### config.mk
export PLATFORM = sky130hd
export DESIGN_NAME = gba_lcd_capture_flat
export DESIGN_NICKNAME = d
export VERILOG_FILES = /design/src/rtl/gba_lcd_capture_if.sv /design/src/rtl/gba_lcd_capture.sv /design/src/flat_wrapper.sv
export SDC_FILE = /design/constraint.sdc
export NUM_CORES = 1
export LEC_CHECK = 0
export CAP_MARGIN = 0
export CORE_UTILIZATION = 30
export DETAILED_ROUTE_END_ITERATION = 12
export PLACE_DENSITY_LB_ADDON = 0.3
export SYNTH_ARGS = -nofsm -noshare
export SYNTH_HDL_FRONTEND = slang
export SYNTH_SLANG_ARGS = --single-unit
### constraint.sdc
create_clock -name i_clk -period 3.87 [get_ports i_clk]
set_clock_uncertainty 0.15 [all_clocks]
set_input_delay 1.161 -clock i_clk [delete_from_list [all_inputs] [get_ports i_clk]]
set_output_delay 1.161 -clock i_clk [all_outputs]
set_load 0.005 [all_outputs]
### src/rtl/gba_lcd_capture_if.sv
// gba_lcd_capture_if: LCD input pins and framebuffer write port of the capture block
interface gba_lcd_capture_if;
   logic        i_DCLK;
   logic        i_LP;
   logic        i_SPS;
   logic [4:0]  i_R;
   logic [4:0]  i_G;
   logic [4:0]  i_B;
   logic        o_wrclk;
   logic        o_wre;
   logic [15:0] o_wraddr;
   logic [14:0] o_data;
   logic        o_frame_done;
   logic [7:0]  o_LED;
   modport master (
      input  i_DCLK, i_LP, i_SPS, i_R, i_G, i_B,
      output o_wrclk, o_wre, o_wraddr, o_data, o_frame_done, o_LED
   );
   modport slave (
      output i_DCLK, i_LP, i_SPS, i_R, i_G, i_B,
      input  o_wrclk, o_wre, o_wraddr, o_data, o_frame_done, o_LED
   );
endinterface

### src/rtl/gba_lcd_capture.sv
// gba_lcd_capture: samples the GBA LCD bus into a linear framebuffer; define GBA_CAP_BGR_EN for {B,G,R} pixel order
module gba_lcd_capture #(
   parameter int WIDTH  = 240,
   parameter int HEIGHT = 160
) (
   input logic i_clk,
   input logic i_rst_n,
   gba_lcd_capture_if.master bus
);
   localparam int HW = $clog2(WIDTH + 1);
   localparam int VW = $clog2(HEIGHT + 1);
   typedef enum logic {WAIT_FRAME, ACTIVE} state_t;
   state_t state;
   logic [1:0] dclk_s, lp_s, sps_s;
   logic dclk_d, lp_d, sps_d;
   logic [1:0][4:0] r_s, g_s, b_s;
   logic [HW-1:0] h, hh, h_wr;
   logic [VW-1:0] v, vv;
   logic dclk_e, lp_e, sps_e, run, wr, adv;
   logic [15:0] addr;
   logic [14:0] pix;
   assign bus.o_wrclk = i_clk;
   // An SPS edge restarts position before anything else, so a coincident pixel lands at address 0
   always_comb begin
      dclk_e = dclk_s[1] & ~dclk_d;
      lp_e   = lp_s[1] & ~lp_d;
      sps_e  = sps_s[1] & ~sps_d;
      run    = (state == ACTIVE) | sps_e;
      hh     = sps_e ? '0 : h;
      vv     = sps_e ? '0 : v;
      wr     = run & dclk_e & (hh < HW'(WIDTH)) & (vv < VW'(HEIGHT));
      h_wr   = wr ? hh + 1'b1 : hh;
      adv    = run & lp_e & ~sps_e & (h_wr != '0);
      addr   = 16'(vv) * 16'(WIDTH) + 16'(hh);
`ifdef GBA_CAP_BGR_EN
      pix    = {b_s[1], g_s[1], r_s[1]};
`else
      pix    = {r_s[1], g_s[1], b_s[1]};
`endif
   end
   // Synchronisers, edge registers and the frame FSM with its registered write port
   always_ff @(posedge i_clk or negedge i_rst_n) begin
      if (!i_rst_n) begin
         dclk_s <= '0;
         lp_s <= '0;
         sps_s <= '0;
         dclk_d <= 1'b0;
         lp_d <= 1'b0;
         sps_d <= 1'b0;
         r_s <= '0;
         g_s <= '0;
         b_s <= '0;
         state <= WAIT_FRAME;
         h <= '0;
         v <= '0;
         bus.o_wre <= 1'b0;
         bus.o_wraddr <= '0;
         bus.o_data <= '0;
         bus.o_frame_done <= 1'b0;
         bus.o_LED <= '0;
      end else begin
         dclk_s <= {dclk_s[0], bus.i_DCLK};
         lp_s <= {lp_s[0], bus.i_LP};
         sps_s <= {sps_s[0], bus.i_SPS};
         dclk_d <= dclk_s[1];
         lp_d <= lp_s[1];
         sps_d <= sps_s[1];
         r_s <= {r_s[0], bus.i_R};
         g_s <= {g_s[0], bus.i_G};
         b_s <= {b_s[0], bus.i_B};
         bus.o_wre <= wr;
         bus.o_frame_done <= 1'b0;
         if (wr) begin
            bus.o_wraddr <= addr;
            bus.o_data <= pix;
         end
         if (run) begin
            state <= ACTIVE;
            h <= h_wr;
            v <= vv;
            if (adv) begin
               h <= '0;
               if (vv == VW'(HEIGHT - 1)) begin
                  v <= '0;
                  state <= WAIT_FRAME;
                  bus.o_frame_done <= 1'b1;
                  bus.o_LED <= bus.o_LED + 1'b1;
               end else begin
                  v <= vv + 1'b1;
               end
            end
         end
      end
   end
endmodule

### src/flat_wrapper.sv
// flat-port wrapper written by rule: the top's interface ports become plain ports
module gba_lcd_capture_flat 
#(
   parameter int WIDTH  = 240,
   parameter int HEIGHT = 160
)
  (i_clk, i_rst_n, bus_i_DCLK, bus_i_LP, bus_i_SPS, bus_i_R, bus_i_G, bus_i_B, bus_o_wrclk, bus_o_wre, bus_o_wraddr, bus_o_data, bus_o_frame_done, bus_o_LED);
  gba_lcd_capture_if bus_i ();
  input logic i_clk;
  input logic i_rst_n;
  input wire logic [$bits(bus_i.i_DCLK)-1:0] bus_i_DCLK;
  input wire logic [$bits(bus_i.i_LP)-1:0] bus_i_LP;
  input wire logic [$bits(bus_i.i_SPS)-1:0] bus_i_SPS;
  input wire logic [$bits(bus_i.i_R)-1:0] bus_i_R;
  input wire logic [$bits(bus_i.i_G)-1:0] bus_i_G;
  input wire logic [$bits(bus_i.i_B)-1:0] bus_i_B;
  output wire logic [$bits(bus_i.o_wrclk)-1:0] bus_o_wrclk;
  output wire logic [$bits(bus_i.o_wre)-1:0] bus_o_wre;
  output wire logic [$bits(bus_i.o_wraddr)-1:0] bus_o_wraddr;
  output wire logic [$bits(bus_i.o_data)-1:0] bus_o_data;
  output wire logic [$bits(bus_i.o_frame_done)-1:0] bus_o_frame_done;
  output wire logic [$bits(bus_i.o_LED)-1:0] bus_o_LED;
  assign bus_i.i_DCLK = bus_i_DCLK;
  assign bus_i.i_LP = bus_i_LP;
  assign bus_i.i_SPS = bus_i_SPS;
  assign bus_i.i_R = bus_i_R;
  assign bus_i.i_G = bus_i_G;
  assign bus_i.i_B = bus_i_B;
  assign bus_o_wrclk = bus_i.o_wrclk;
  assign bus_o_wre = bus_i.o_wre;
  assign bus_o_wraddr = bus_i.o_wraddr;
  assign bus_o_data = bus_i.o_data;
  assign bus_o_frame_done = bus_i.o_frame_done;
  assign bus_o_LED = bus_i.o_LED;
  gba_lcd_capture #(.WIDTH(WIDTH), .HEIGHT(HEIGHT)) u_core (.i_clk(i_clk), .i_rst_n(i_rst_n), .bus(bus_i));
endmodule
==> report_table.html <==
<table>
<tr><th>Metric</th><th>Value</th></tr>
<tr><th colspan="2">Placement</th></tr>
<tr><td>Routability-driven placement congestion ratio</td><td>just over 0.8</td></tr>
<tr><td>PortBufs</td><td>slightly above 60</td></tr>
<tr><td>Total half-perimeter wirelength after legalization and detailed placement</td><td>7.01 mm</td></tr>
<tr><td>Pre-CTS worst setup slack</td><td>-0.00128 ns</td></tr>
<tr><th colspan="2">Route</th></tr>
<tr><td>DR vias</td><td>between 3000 and 4000</td></tr>
<tr><td>First DRT Iteration DRCs</td><td>163</td></tr>
<tr><td>Number of detailed-routing iterations run before antenna repair</td><td>4</td></tr>
<tr><td>Per-cell via count in the routed design</td><td>~4.4</td></tr>
<tr><td>Aggregate routed wire length</td><td>about 9.6 mm</td></tr>
<tr><td>Average wire per standard cell</td><td>12.7 um</td></tr>
<tr><td>Remaining routing DRC violations</td><td>0</td></tr>
<tr><td>Post-DRT Antenna Nets</td><td>0</td></tr>
<tr><th colspan="2">Logic synthesis</th></tr>
<tr><td>EDFF count, synth</td><td>0</td></tr>
<tr><td>Synth warn</td><td>0</td></tr>
<tr><td>Synth Flop Type</td><td>dfrtp_1</td></tr>
<tr><td>Netlist Area Pre-Place</td><td>around 4800 sq um</td></tr>
<tr><td>Post-Synthesis Mean Instance Area</td><td>10.1 sq um</td></tr>
<tr><td>Cells after Synth</td><td>476</td></tr>
<tr><td>Seq/Total Area, Yosys</td><td>between 50% and 60%</td></tr>
<tr><td>Post-synth net total</td><td>between 500 and 600</td></tr>
<tr><td>Unique cell type count in the Yosys netlist</td><td>between 50 and 60</td></tr>
<tr><td>Flop and latch count out of synthesis</td><td>between 90 and 100</td></tr>
<tr><td>Post-synth ARST share</td><td>100%</td></tr>
<tr><th colspan="2">Final layout</th></tr>
<tr><td>Combined area of the multi-input logic cells</td><td>approximately 2200 sq um</td></tr>
<tr><td>ANT cells</td><td>0</td></tr>
<tr><td>Post-layout util</td><td>between 30% and 40%</td></tr>
<tr><td>Share of final-layout standard cells stronger than drive strength 1</td><td>a little over a tenth</td></tr>
<tr><td>Final net count</td><td>about 600</td></tr>
<tr><td>Fillers</td><td>between 1000 and 1500</td></tr>
<tr><td>Sequential standard cell area</td><td>between 2000 and 2500 sq um</td></tr>
<tr><td>Synth-to-Final Area Change</td><td>27.5%</td></tr>
<tr><th colspan="2">GRT</th></tr>
<tr><td>Total Routing Usage GR</td><td>around an eighth</td></tr>
<tr><td>Total gr overflow</td><td>0</td></tr>
<tr><td>Wire length of the first global-routing pass</td><td>roughly 16 mm</td></tr>
<tr><td>Vias in the first global route</td><td>3421</td></tr>
<tr><td>Maximum number of pins on one net before global-route repair</td><td>53</td></tr>
<tr><td>Number of antenna violations at the first check in global routing</td><td>0</td></tr>
<tr><th colspan="2">STA</th></tr>
<tr><td>Final max-slew violation count</td><td>0</td></tr>
<tr><td>Worst rel slew slack</td><td>between 40% and 50%</td></tr>
<tr><td>Final setup vio count</td><td>0</td></tr>
<tr><td>Worst-margin pin slew</td><td>approximately 0.78 ns</td></tr>
<tr><td>PnR worst setup slack</td><td>between 0.1 and 0.15 ns</td></tr>
<tr><td>Worst hold slack</td><td>approximately 0.20 ns</td></tr>
<tr><td>Setup TNS after final layout</td><td>0 ns</td></tr>
<tr><td>Hold Violations, Final</td><td>0</td></tr>
<tr><th colspan="2">Pwr</th></tr>
<tr><td>Maximum vdd ir drop</td><td>roughly 0.28 mV</td></tr>
<tr><td>Leakage power of the design</td><td>roughly 2.8 nW</td></tr>
<tr><td>Total power draw</td><td>approximately 2.7 mW</td></tr>
<tr><td>Power density relative to cell area</td><td>437 nW/um^2</td></tr>
<tr><th colspan="2">Setup path</th></tr>
<tr><td>Arrival @ worst endpoint</td><td>around 2.4 ns</td></tr>
<tr><td>Type of element launching the critical path</td><td>clock port</td></tr>
<tr><td>Crit path max fanout</td><td>2</td></tr>
<tr><td>R2r startpoint</td><td>u_core.v[0]$_DFFE_PN0P_</td></tr>
<tr><td>Critical path type</td><td>clk -&gt; out</td></tr>
<tr><td>Capturing element type of the critical path</td><td>output port</td></tr>
<tr><td>Worst setup path start</td><td>i_clk</td></tr>
<tr><td>Required time of the critical path</td><td>2.56 ns</td></tr>
<tr><td>Register-to-register setup slack</td><td>~0.20 ns</td></tr>
<tr><th colspan="2">Clock network</th></tr>
<tr><td>Clock-pin transition on the worst setup and hold timing paths</td><td>roughly 0.070 ns</td></tr>
<tr><td>Insertion delay to the later sink of the worst-skew pair</td><td>approximately 0.46 ns</td></tr>
<tr><td>Hold buffer count at CTS</td><td>0</td></tr>
<tr><td>Clock tree from TritonCTS</td><td>yes</td></tr>
<tr><th colspan="2">Flow run</th></tr>
<tr><td>Max-cap viol count</td><td>0</td></tr>
<tr><th colspan="2">Die</th></tr>
<tr><td>Chip height</td><td>between 100 and 150 um</td></tr>
<tr><td>Die Outline Area</td><td>~16000 sq um</td></tr>
<tr><td># rows</td><td>45</td></tr>
<tr><td>X dimension of the die</td><td>~130 um</td></tr>
<tr><td>Standard cell core area</td><td>about 15000 sq um</td></tr>
<tr><td>Initial Utilization</td><td>between 30% and 40%</td></tr>
<tr><td>I/O pin total</td><td>62</td></tr>
<tr><th colspan="2">Min path</th></tr>
<tr><td>Class of the tightest hold or removal check</td><td>reg -&gt; reg</td></tr>
<tr><td>Worst Hold Launch</td><td>u_core.r_s[4]$_DFF_PN0_</td></tr>
<tr><th colspan="2">Run status</th></tr>
<tr><td>Run status</td><td>finished clean</td></tr>
</table>
[area by class of cell]
| class | instances | share of cell area (%) |
|---|---|---|
| clock buffers | 14 | 5.29 |
| clock inverters | 6 | 1.60 |
| inverters | 31 | 1.91 |
| multi-input cells | 325 | 35.5 |
| flip-flops and latches | 97 | 39.8 |
| well taps | 211 | 4.33 |
| repair buffers | 74 | 11.5 |
[final timing paths]
check                                                           end  depth (start not counted)
worst min-delay path                       u_core.pix[14]$_DFF_PN0_                          0
worst max-delay path                                    bus_o_wrclk                          3
worst min register to register             u_core.pix[14]$_DFF_PN0_                          0
min in group asynchronous           u_core.bus.o_LED[4]$_DFFE_PN0P_                          1
worst max register to register  u_core.bus.o_wraddr[15]$_DFFE_PN0P_                         16
max in group asynchronous                   u_core.v[0]$_DFFE_PN0P_                          2
[kinds of logic after synthesis]
| family | share of synthesized area (%) |
|---|---|
| buf+inv | 4.86 |
| fa+ha+maj | 10.0 |
| simple gates | 19.0 |
| xor+xnor | 6.22 |
| flops | 50.7 |
| compound gates | 8.44 |
| mux | 0.758 |
[Yosys cell counts (3+ instances only)]
library cell,instances,area (sq um)
xor2_1,14,123
xnor2_1,20,175
dfrtp_1,97,2430
fa_1,8,160
nand3_1,12,60.1
nor3_1,7,35.0
and2_1,3,18.8
inv_1,31,116
clkbuf_1,15,56.3
a21oi_1,14,70.1
and3_1,7,43.8
nand2b_1,3,18.8
o21ai_0,27,135
nor2b_1,4,25.0
buf_6,3,33.8
ha_1,24,300
nand4_1,11,68.8
nand2_1,96,360
a21o_1,3,22.5
nor2_1,26,97.6
[flip-flops by register name, summed over array words and instances, names as in the netlist]
signal,count
u_core.sps_s,2
u_core.h,8
u_core.v,8
u_core.dclk_s,2
u_core.r_s,5
u_core.bus.o_frame_done,1
u_core.lp_s,2
u_core.lp_d,1
u_core.dclk_d,1
u_core.bus.o_wre,1
u_core.b_s,10
u_core.bus.o_LED,8
u_core.sps_d,1
u_core.g_s,10
u_core.state,1
u_core.bus.o_wraddr,16
u_core.pix,5
u_core.bus.o_data,15
[what timing repair did]
item                       CTS  global route
gates resized for setup      2            10
setup endpoints to repair    2             4
pin swaps                    0             4
cloned                       0             0
setup buffers                0             2
[placed cells by master (no fill, tap or decap), types with 8 or more instances in the layout]
cell type,instances
inv_1,31
xnor2_1,19
ha_1,23
nand4_1,11
clkbuf_16,12
xor2_1,14
dfrtp_1,96
o21ai_0,24
a21oi_1,14
buf_4,15
nor2_1,25
nand3_1,12
clkdlybuf4s50_1,59
fa_1,8
nand2_1,94
[critical path, cell delays in order]
cell and delay (ns):
clkbuf_16 0.12, clkbuf_16 0.13, dlygate4sd2_1 0.25
[stage by stage]
step	std cells	area, sq um
6_report	758	6100
4_1_cts	756	6050
3_5_place_dp	737	5640
2_1_floorplan	476	4800
5_1_grt	758	6100
3_3_place_gp	737	5640
[metal layers]
metal / vias up / routed length, um / track usage, %
met5: - / 0 / 0
met2: 59 / 4620 / 20.8
met1: 1586 / 4510 / 15.7
li1: 1703 / - / -
met3: 16 / 294 / 3.84
met4: 0 / 193 / 5.12
[power by group]
group	leakage, nW	switching, mW	internal, mW
registers	1.23	0.0452	1.09
clock network	0.201	0.425	0.735
logic	1.42	0.184	0.189
total	2.85	0.654	2.01
Note: power is estimated with default switching activity, not from simulation.
